[config.mk]
export PLATFORM = sky130hd
export DESIGN_NAME = adc_capture_flat
export DESIGN_NICKNAME = d
export VERILOG_FILES = /design/src/rtl/adc_pkg.sv /design/src/rtl/adc_capture_if.sv /design/src/rtl/adc_sclk_gen.sv /design/src/rtl/adc_capture.sv /design/src/flat_wrapper.sv
export SDC_FILE = /design/constraint.sdc
export NUM_CORES = 1
export LEC_CHECK = 0
export ABC_CLOCK_PERIOD_IN_PS = 4900
export BUFFER_PORTS_ARGS = -buffer_cell sky130_fd_sc_hd__buf_4
export CAP_MARGIN = 20
export CORE_AREA = 5 5 113 93
export DETAILED_ROUTE_END_ITERATION = 7
export DIE_AREA = 0 0 118 98
export GPL_TIMING_DRIVEN = 0
export PLACE_DENSITY = 0.46
export SLEW_MARGIN = 25
export SYNTH_ARGS = -nofsm -noshare
export SYNTH_HDL_FRONTEND = slang
export SYNTH_SLANG_ARGS = --single-unit
[constraint.sdc]
create_clock -name clk -period 4.9 [get_ports clk]
set_input_delay 0.245 -clock clk [delete_from_list [all_inputs] [get_ports clk]]
set_output_delay 0.245 -clock clk [all_outputs]
set_load 0.03 [all_outputs]
[src/rtl/adc_pkg.sv]
// Shared definitions for the ADC capture block: FSM state encoding and
// default parameter values.
package adc_pkg;

    typedef enum logic [1:0] {
        ST_IDLE  = 2'd0,
        ST_SETUP = 2'd1,
        ST_SHIFT = 2'd2,
        ST_QUIET = 2'd3
    } state_t;

    localparam int DEF_WIDTH      = 12;
    localparam int DEF_FRAME_BITS = 16;
    localparam int DEF_CLK_DIV    = 2;
    localparam int DEF_QUIET_CLKS = 4;

    // SCLK divider counter width; covers CLK_DIV up to 255
    localparam int DIV_W = 8;

endpackage

[src/rtl/adc_capture_if.sv]
// Request / sample handshake between the ADC capture block and its consumer.
// master: the capture block; slave: the consumer issuing start and ready.
interface adc_capture_if #(
    parameter int WIDTH = adc_pkg::DEF_WIDTH
);
    logic             start;
    logic             busy;
    logic [WIDTH-1:0] sample_data;
    logic             sample_valid;
    logic             sample_ready;
    logic             overrun;

    modport master (
        input  start, sample_ready,
        output busy, sample_data, sample_valid, overrun
    );

    modport slave (
        output start, sample_ready,
        input  busy, sample_data, sample_valid, overrun
    );
endinterface

[src/rtl/adc_sclk_gen.sv]
// SCLK divider: while enabled, toggles sclk every CLK_DIV system clocks,
// first toggle high-to-low. rise/fall flag the clock in which sclk is about
// to change. Parks sclk high and reloads the divider when disabled.
module adc_sclk_gen import adc_pkg::*; #(
    parameter int CLK_DIV = DEF_CLK_DIV
) (
    input  logic clk,
    input  logic reset_n,
    input  logic en,
    output logic sclk,
    output logic rise,
    output logic fall
);
    localparam logic [DIV_W-1:0] DIV_LOAD = DIV_W'(CLK_DIV - 1);

    logic [DIV_W-1:0] div_cnt;
    logic             tc;

    assign tc   = en && (div_cnt == '0);
    assign rise = tc && !sclk;
    assign fall = tc && sclk;

    // down-count one half-period, toggle on terminal count
    always_ff @(posedge clk or negedge reset_n) begin
        if (!reset_n) begin
            div_cnt <= '0;
            sclk    <= 1'b1;
        end else if (!en) begin
            div_cnt <= DIV_LOAD;
            sclk    <= 1'b1;
        end else if (tc) begin
            div_cnt <= DIV_LOAD;
            sclk    <= !sclk;
        end else begin
            div_cnt <= div_cnt - 1'b1;
        end
    end
endmodule

[src/rtl/adc_capture.sv]
// Serial ADC capture controller: frames a conversion with CS/SCLK, shifts in
// WIDTH data bits after a leading zero, and presents the result on a
// valid/ready handshake with overrun indication.
//
// state | meaning
// IDLE  | CS high, SCLK high, waiting for start
// SETUP | CS low, SCLK high for CLK_DIV clocks
// SHIFT | SCLK runs FRAME_BITS cycles, data sampled on SCLK rises
// QUIET | CS high for QUIET_CLKS clocks before the next frame
module adc_capture import adc_pkg::*; #(
    parameter int WIDTH      = DEF_WIDTH,
    parameter int CLK_DIV    = DEF_CLK_DIV,
    parameter int FRAME_BITS = DEF_FRAME_BITS,
    parameter int QUIET_CLKS = DEF_QUIET_CLKS
) (
    input  logic          clk,
    input  logic          reset_n,
    adc_capture_if.master bus,
    output logic          adc_cs,
    output logic          adc_sclk,
    input  logic          adc_sd
);
    localparam int TMR_MAX = (CLK_DIV > QUIET_CLKS) ? CLK_DIV : QUIET_CLKS;
    localparam int BIT_W   = $clog2(FRAME_BITS + 1);
    localparam int TMR_W   = $clog2(TMR_MAX + 1);

    localparam logic [BIT_W-1:0] LAST_BIT   = BIT_W'(FRAME_BITS);
    localparam logic [BIT_W-1:0] DATA_LAST  = BIT_W'(WIDTH);
    localparam logic [TMR_W-1:0] SETUP_LOAD = TMR_W'(CLK_DIV - 1);
    localparam logic [TMR_W-1:0] QUIET_LOAD = TMR_W'(QUIET_CLKS - 1);

    state_t           state;
    logic [BIT_W-1:0] bit_cnt;
    logic [TMR_W-1:0] tmr;
    logic [WIDTH-1:0] shift_reg;
    logic [WIDTH-1:0] sample_data;
    logic             sample_valid;
    logic             overrun;
    logic             busy;
    logic             cs;
    logic             sclk_en;
    logic             sclk_rise;
    // data is launched by the ADC on SCLK falls, so only rises matter here
    logic             sclk_fall_unused;

    // SCLK stops once the last rise of the frame has been counted
    assign sclk_en = (state == ST_SHIFT) && (bit_cnt != LAST_BIT);

    adc_sclk_gen #(.CLK_DIV(CLK_DIV)) u_sclk_gen (
        .clk     (clk),
        .reset_n (reset_n),
        .en      (sclk_en),
        .sclk    (adc_sclk),
        .rise    (sclk_rise),
        .fall    (sclk_fall_unused)
    );

    assign adc_cs           = cs;
    assign bus.busy         = busy;
    assign bus.sample_data  = sample_data;
    assign bus.sample_valid = sample_valid;
    assign bus.overrun      = overrun;

    // frame sequencing, bit capture and sample handshake
    always_ff @(posedge clk or negedge reset_n) begin
        if (!reset_n) begin
            state        <= ST_IDLE;
            bit_cnt      <= '0;
            tmr          <= '0;
            shift_reg    <= '0;
            sample_data  <= '0;
            sample_valid <= 1'b0;
            overrun      <= 1'b0;
            busy         <= 1'b0;
            cs           <= 1'b1;
        end else begin
            overrun <= 1'b0;
            if (sample_valid && bus.sample_ready) begin
                sample_valid <= 1'b0;
            end
            case (state)
                ST_IDLE: begin
                    if (bus.start) begin
                        state     <= ST_SETUP;
                        busy      <= 1'b1;
                        cs        <= 1'b0;
                        tmr       <= SETUP_LOAD;
                        bit_cnt   <= '0;
                        shift_reg <= '0;
                    end
                end
                ST_SETUP: begin
                    if (tmr == '0) begin
                        state <= ST_SHIFT;
                    end else begin
                        tmr <= tmr - 1'b1;
                    end
                end
                ST_SHIFT: begin
                    if (sclk_rise) begin
                        bit_cnt <= bit_cnt + 1'b1;
                        // rise 1 is the leading zero, rises past WIDTH+1 are padding
                        if ((bit_cnt != '0) && (bit_cnt <= DATA_LAST)) begin
                            shift_reg <= {shift_reg[WIDTH-2:0], adc_sd};
                        end
                    end else if (bit_cnt == LAST_BIT) begin
                        // a load beats a coinciding accept, so valid stays set
                        state        <= ST_QUIET;
                        cs           <= 1'b1;
                        tmr          <= QUIET_LOAD;
                        sample_data  <= shift_reg;
                        sample_valid <= 1'b1;
                        overrun      <= sample_valid && !bus.sample_ready;
                    end
                end
                ST_QUIET: begin
                    if (tmr == '0) begin
                        state   <= ST_IDLE;
                        busy    <= 1'b0;
                        bit_cnt <= '0;
                    end else begin
                        tmr <= tmr - 1'b1;
                    end
                end
                default: state <= ST_IDLE;
            endcase
        end
    end
endmodule

[src/flat_wrapper.sv]
// flat-port wrapper written by rule: the top's interface ports become plain ports
module adc_capture_flat import adc_pkg::*;
#(
    parameter int WIDTH      = DEF_WIDTH,
    parameter int CLK_DIV    = DEF_CLK_DIV,
    parameter int FRAME_BITS = DEF_FRAME_BITS,
    parameter int QUIET_CLKS = DEF_QUIET_CLKS
)
  (clk, reset_n, adc_cs, adc_sclk, adc_sd, bus_start, bus_sample_ready, bus_busy, bus_sample_data, bus_sample_valid, bus_overrun);
  adc_capture_if #(.WIDTH(WIDTH)) bus_i ();
  input  logic clk;
  input  logic reset_n;
  output logic adc_cs;
  output logic adc_sclk;
  input  logic adc_sd;
  input wire logic [$bits(bus_i.start)-1:0] bus_start;
  input wire logic [$bits(bus_i.sample_ready)-1:0] bus_sample_ready;
  output wire logic [$bits(bus_i.busy)-1:0] bus_busy;
  output wire logic [$bits(bus_i.sample_data)-1:0] bus_sample_data;
  output wire logic [$bits(bus_i.sample_valid)-1:0] bus_sample_valid;
  output wire logic [$bits(bus_i.overrun)-1:0] bus_overrun;
  assign bus_i.start = bus_start;
  assign bus_i.sample_ready = bus_sample_ready;
  assign bus_busy = bus_i.busy;
  assign bus_sample_data = bus_i.sample_data;
  assign bus_sample_valid = bus_i.sample_valid;
  assign bus_overrun = bus_i.overrun;
  adc_capture #(.WIDTH(WIDTH), .CLK_DIV(CLK_DIV), .FRAME_BITS(FRAME_BITS), .QUIET_CLKS(QUIET_CLKS)) u_core (.clk(clk), .reset_n(reset_n), .bus(bus_i), .adc_cs(adc_cs), .adc_sclk(adc_sclk), .adc_sd(adc_sd));
endmodule
==> results of run 1 <==
what timing repair did:
item	in CTS	in global routing
buffers inserted	0	0
endpoints found under the setup margin	0	0
endpoints found under the hold margin	12	0
hold buffers	1	0
routing by layer:
layer  up-vias  GRT usage, %
met4         0          1.85
li1        835             -
met5         -             0
met1       807          11.8
met3         2          3.18
met2        17          13.5
critical path: cells and delay by family (launching register included):
| kind | cells | cell delay, ps |
|---|---|---|
| AOI/OAI and AO/OA | 3 | 970 |
| adders and majority gates | 1 | 200 |
| buffers and inverters | 2 | 320 |
| DFF | 1 | 460 |
| and+or+nand+nor | 1 | 250 |
per-stage QoR:
| step | total power [µW] | worst slack (ps) | hold slack [ps] |
|---|---|---|---|
| after floorplan | 880 | 2860 | -50.6 |
| after global placement | 1010 | 2660 | 317 |
| after detailed placement | 1010 | 2580 | 315 |
| after CTS | 1420 | 2580 | 202 |
| after global routing | 1500 | 2350 | 213 |
| final | 1400 | 2610 | 209 |
synthesized netlist by cell type, drive strengths merged, types with 3 or more instances:
master  number
a21oi       11
clkbuf       5
dfrtp       45
ha          10
inv         23
mux2i       15
nand2       32
nand3        3
nand4        3
nor2        14
nor4         5
o211ai       3
o21ai       14
or4          4
xnor2        3
xor2         3
worst paths after layout:
check                      depth (start not counted)  slack (ps)                      start                   endpoint
max                                                7        2610            u_core.state[0]              u_core.tmr[2]
min                                                3         210           bus_sample_ready         u_core.bus.overrun
max reg2reg                                        7        2610            u_core.state[0]              u_core.tmr[2]
min reg2reg                                        2         480  u_core.bus.sample_data[7]  u_core.bus.sample_data[7]
max in group asynchronous                          2        3970                    reset_n          u_core.bit_cnt[2]
min in group asynchronous                          2         520                    reset_n              u_core.tmr[1]
cell families after synthesis:
group / count (synthesis) / synth area share, %
AND/OR/NAND/NOR: 74 / 17.7
flip-flops: 47 / 50.3
AO/OA/AOI/OAI: 42 / 11.2
buffers and inverters: 30 / 5.82
multiplexers: 17 / 7.37
adder cells (fa/ha/maj): 10 / 5.34
XOR/XNOR: 6 / 2.24
power breakdown:
| part | switching (µW) | internal (µW) | total [µW] | leakage (µW) |
|---|---|---|---|---|
| combinational | 297 | 196 | 494 | 0.000597 |
| sequential | 60.6 | 443 | 503 | 0.000633 |
| clock | 156 | 243 | 399 | 0.0000804 |
| total | 514 | 882 | 1400 | 0.00131 |
final cells by class:
type                            instances  area [µm²]  share of cell area (%)
Clock inverter                          3        46.3                    1.64
Tap cell                              119         149                    5.26
Clock buffer                            5         125                    4.42
Buffer                                  7        50.0                    1.77
Multi-Input combinational cell        149        1030                    36.3
Sequential cell                        47        1180                    41.6
Timing Repair Buffer                   22         168                    5.92
Inverter                               23        86.3                    3.05
==> flow_metrics.env, run 1 <==
export IMPL_status="complete, no violations"
export IMPL_cp_cell_sequence="inv_1, ha_1, clkbuf_1, nor2b_1, a221oi_1, o31ai_1, a22o_1"
export IMPL_ys_types=44
export IMPL_wl_met1_um=2500
export IMPL_layout_commonest_cell="dfrtp_1"
export IMPL_dpl_cell_count=366
export IMPL_dpl_instance_area_um2=2650
export IMPL_viasPerCell=4.43
export IMPL_drc_errors=0
export IMPL_cts_path_max_buffers=2
export IMPL_cp_data_arrival_time_ps=2470
export IMPL_hold_viol_final=0
export IMPL_setup_viol=0
export IMPL_cts_resized=0
export IMPL_fin_tns_setup_ps=0
export IMPL_first_pass_iters=4
export IMPL_async_flop_share_pct=100
export IMPL_grt_usage_pct=8.73
export IMPL_place_congestion=0.751
export IMPL_drt_initial_drc_count=61
export IMPL_cts_buffers=5
export IMPL_place_hpwl_um=3380
export IMPL_fp_dieH_um=98
export IMPL_dieArea_um2=11600
export IMPL_grt_max_degree=48
export IMPL_wl_met2_um=2140
export IMPL_fillers=992
export IMPL_rows=32
export IMPL_area_growth_pct=20.8
export IMPL_clock_latency_ps=290
export IMPL_worstSetupPathType="reg -> reg"
export IMPL_grt_pass1_vias=1671
export IMPL_synth_fp_nets=241
export IMPL_ys_top_cells_by_area="dfrtp_1 (48%), mux2i_1 (6.4%), ha_1 (5.3%), nand2_1 (5.1%), inv_1 (3.7%)"
export IMPL_finish_instance_area_um2=2830
export IMPL_cts_tree="built"
export IMPL_start_util_pct=25.0
export IMPL_critPathLaunchType="flop"
export IMPL_drv_slew=0
export IMPL_root_buffer="clkbuf_16"
export IMPL_layout_drive_gt1_share_pct=16.4
export IMPL_ios=22
export IMPL_drtAntennaViolNets=0
export IMPL_yosysWarningCount=0
export IMPL_overflow=0
export IMPL_netlist_area_leader_share_pct=48.1
export IMPL_period_minus_slack_ps=2290
export IMPL_routed_top_layer="met4"
export IMPL_nNetsFinal=270
export IMPL_crit_slowest_cell="a221oi_1"
export IMPL_maxSlewHeadroom_pct=53.8
export IMPL_powerDensity_nw_per_um2=493
export IMPL_h_tree_depth=2
export IMPL_wl_met3_um=168
export IMPL_leakagePower_uw=0.00131
export IMPL_clock_skew_ps=5.94
export IMPL_crit_path_max_incr_delay_ps=580
export IMPL_dr_total_vias=1661
export IMPL_period_share_pct=46.8
export IMPL_grt_pass1_wl_um=8360
export IMPL_die_w_um=118
export IMPL_rsz0062_at_grt="no"
export IMPL_drv_cap=0
export IMPL_fin_cells=375
export IMPL_fmax_mhz=436
export IMPL_coreArea_um2=9370
export IMPL_vdd_ir_drop_max_v=0.000164
export IMPL_min_path_type="in -> reg"
export IMPL_worstMarginPinSlew_ps=693
export IMPL_avgSynthCellArea_um2=10.4
export IMPL_synth_edf_count=0
export IMPL_cts_sinks=47
export IMPL_synth_top_flop_cell="dfrtp_1"
export IMPL_ys_ff_latch=47
export IMPL_synthCells=226
export IMPL_clkTransAtPathRegs_ps=70
export IMPL_cp_max_fo=9
export IMPL_diodes=0
export IMPL_crit_required_ps=5080
export IMPL_wl_um=4840
export IMPL_wl_per_cell_um=12.9
export IMPL_antenna_found_initial=0
export IMPL_endpoint_kind="flop"
export IMPL_yosys_area_top_type="dfrtp_1"
export IMPL_syn_area_um2=2340
export IMPL_port_buffers=21
export IMPL_fin_util_pct=30.2
export IMPL_yosysSeqAreaShare_pct=50.3
export IMPL_final_cell_mix="dfrtp_1 (45), nand2_1 (32), inv_1 (23), buf_4 (21), mux2i_1 (15)"
Power figures use the tool's default switching activity.
==> inputs of run 2 (changes only) <==
--- a/config.mk
+++ b/config.mk
@@ -5,12 +5,13 @@
 export SDC_FILE = /design/constraint.sdc
 export NUM_CORES = 1
 export LEC_CHECK = 0
-export ABC_CLOCK_PERIOD_IN_PS = 4900
+export ABC_AREA = 1
+export ABC_CLOCK_PERIOD_IN_PS = 2300
 export BUFFER_PORTS_ARGS = -buffer_cell sky130_fd_sc_hd__buf_4
 export CAP_MARGIN = 20
-export CORE_AREA = 5 5 113 93
+export CORE_AREA = 5 5 114 94
 export DETAILED_ROUTE_END_ITERATION = 7
-export DIE_AREA = 0 0 118 98
+export DIE_AREA = 0 0 119 99
 export GPL_TIMING_DRIVEN = 0
 export PLACE_DENSITY = 0.46
 export SLEW_MARGIN = 25
==> constraint.sdc (replaced) <==
create_clock -name clk -period 2.3 [get_ports clk]
set_input_delay 0.115 -clock clk [delete_from_list [all_inputs] [get_ports clk]]
set_output_delay 0.115 -clock clk [all_outputs]
set_load 0.03 [all_outputs]
==> run 2 against run 1 <==
- critical path depth is 1 higher
- worst setup slack lost 2300 ps
- die area up 1.9%
- clock skew rose by 2.6 ps
- utilization increased by 0.19 points
- first-iteration DRC count increased by 67%
- maximum frequency rose by 17%
- non-clock buffer count down 1
- total power rose by 18%
- critical path type unchanged
- highest routed layer unchanged
==> flow_metrics.env, run 2 <==
export IMPL_status="complete, no violations"
export IMPL_cts_sinks=47
export IMPL_cp_max_fo=8
export IMPL_start_util_pct=25.4
export IMPL_drt_initial_drc_count=102
export IMPL_crit_path_max_incr_delay_ps=540
export IMPL_critPathLaunchType="flop"
export IMPL_drtAntennaViolNets=0
export IMPL_drv_slew=0
export IMPL_drc_errors=0
export IMPL_diodes=0
export IMPL_dr_total_vias=1705
export IMPL_fin_tns_setup_ps=0
export IMPL_viasPerCell=4.18
export IMPL_avgSynthCellArea_um2=9.27
export IMPL_period_minus_slack_ps=1960
export IMPL_area_growth_pct=19.6
export IMPL_grt_pass1_wl_um=8360
export IMPL_dieArea_um2=11800
export IMPL_wl_per_cell_um=11.1
export IMPL_rsz0062_at_grt="no"
export IMPL_powerDensity_nw_per_um2=571
export IMPL_clock_skew_ps=8.50
export IMPL_grt_usage_pct=8.45
export IMPL_h_tree_depth=2
export IMPL_synth_top_flop_cell="dfrtp_1"
export IMPL_vdd_ir_drop_max_v=0.000262
export IMPL_ys_types=32
export IMPL_rows=32
export IMPL_crit_required_ps=2470
export IMPL_cp_cell_sequence="inv_1, ha_1, inv_1, nor2_1, a21oi_1, nand2_2, nand2_1, nand2_1"
export IMPL_worstSetupPathType="reg -> reg"
export IMPL_coreArea_um2=9450
export IMPL_grt_pass1_vias=1768
export IMPL_root_buffer="clkbuf_16"
export IMPL_netlist_area_leader_share_pct=46.9
export IMPL_layout_commonest_cell="nand2_1"
export IMPL_holdWs_ps=76.3
export IMPL_min_path_type="in -> reg"
export IMPL_yosysWarningCount=0
export IMPL_drv_cap=0
export IMPL_die_w_um=119
export IMPL_yosysMostFrequentCell="nand2_1"
export IMPL_crit_slowest_cell="a21oi_1"
export IMPL_nNetsFinal=303
export IMPL_wl_um=4520
export IMPL_fp_dieH_um=99
export IMPL_async_flop_share_pct=100
export IMPL_port_buffers=21
export IMPL_place_hpwl_um=3160
export IMPL_antenna_found_initial=0
export IMPL_grt_max_degree=48
export IMPL_final_cell_mix="nand2_1 (67), dfrtp_1 (45), inv_1 (29), nor2_1 (22), buf_4 (21)"
export IMPL_clock_latency_ps=290
export IMPL_setup_viol=0
export IMPL_cts_buffers=5
export IMPL_layout_drive_gt1_share_pct=23.9
export IMPL_place_congestion=0.716
export IMPL_cts_tree="built"
export IMPL_ys_top_cells_by_area="dfrtp_1 (47%), nand2_1 (10%), mux2_2 (5.6%), ha_1 (5.2%), inv_1 (4.5%)"
export IMPL_yosys_area_top_type="dfrtp_1"
export IMPL_leakagePower_uw=0.00150
export IMPL_worstMarginPinSlew_ps=671
export IMPL_synth_fp_nets=274
export IMPL_fmax_mhz=511
export IMPL_ios=22
export IMPL_syn_area_um2=2400
export IMPL_synth_edf_count=0
export IMPL_cp_data_arrival_time_ps=2130
export IMPL_hold_viol_final=0
export IMPL_fin_util_pct=30.4
export IMPL_cts_path_max_buffers=2
export IMPL_fillers=1009
export IMPL_endpoint_kind="flop"
export IMPL_first_pass_iters=4
export IMPL_period_share_pct=85.0
export IMPL_synthCells=259
export IMPL_maxSlewHeadroom_pct=55.3
export IMPL_ys_ff_latch=47
export IMPL_clkTransAtPathRegs_ps=70
export IMPL_synth_common_cells="nand2_1 (67), dfrtp_1 (45), inv_1 (29)"
export IMPL_yosysSeqAreaShare_pct=49.1
export IMPL_overflow=0
## run 2: through the flow
stage | setup slack, ps | total power (µW) | cell area, µm² | cells
2_1_floorplan | 713 | 875 | 2400 | 259
3_3_place_gp | 362 | 902 | 2710 | 399
3_5_place_dp | 358 | 903 | 2710 | 399
4_1_cts | 329 | 1670 | 2870 | 408
5_1_grt | 70.2 | 1710 | 2870 | 408
6_report | 344 | 1640 | 2870 | 408
## run 2: path summary, 6_finish.rpt
check                      slack [ps]                  from  cells past startpoint                   endpoint
min in group asynchronous         390               reset_n                      2  u_core.bus.sample_data[4]
max in group asynchronous        1470               reset_n                      2          u_core.bit_cnt[0]
hold / removal                     80      bus_sample_ready                      4         u_core.bus.overrun
setup / recovery                  340       u_core.state[0]                      8          u_core.bit_cnt[0]
setup reg to reg                  340       u_core.state[0]                      8          u_core.bit_cnt[0]
hold reg to reg                   470  u_core.shift_reg[11]                      2       u_core.shift_reg[11]
## run 2: critical path, delay by kind of cell, from the launching register on
kind,cells,cell delay [ps]
compound gates,1,540
flops,1,410
simple gates,4,410
fa+ha+maj,1,280
buf+inv,2,210
## run 2: area by class of cell
type	instances	area, µm²	share of cell area [%]
well taps	119	149	5.18
clock inverters	2	16.3	0.566
plain buffers	6	55.1	1.92
multi-input cells	176	1050	36.7
inverters	30	113	3.92
flip-flops and latches	47	1180	41.0
repair buffers	22	168	5.84
clock buffers	6	139	4.83
## run 2: kinds of logic (layout without fill, tap and decap cells)
| logic type | Yosys count | in the layout | synth area share [%] |
|---|---|---|---|
| buffers and inverters | 36 | 66 | 6.98 |
| muxes | 12 | 12 | 5.63 |
| adders and majority gates | 10 | 10 | 5.21 |
| xor gates and xnor gates | 8 | 8 | 2.92 |
| and+or+nand+nor | 129 | 129 | 26.0 |
| DFF | 47 | 47 | 49.1 |
| AOI/OAI and AO/OA | 17 | 17 | 4.17 |
## run 2: layer usage
metal	GRT usage [%]	up-vias	wire (µm)
met5	0	-	0
met4	2.14	0	32
met1	11.6	799	2370
met2	13.4	22	1980
met3	1.95	4	137
li1	-	880	-
## run 2: timing repair
item	CTS	global route
hold buffers	1	0
hold endpoints to repair	45	0
buffers inserted	0	0
resized for setup	0	0
## run 2: power breakdown
group / total [µW] / internal, µW / switching (µW) / leakage (µW)
sequential: 845 / 837 / 8.28 / 0.000575
combinational: 40.7 / 13.4 / 27.2 / 0.000852
clock: 755 / 435 / 320 / 0.0000731
total: 1640 / 1290 / 356 / 0.00150
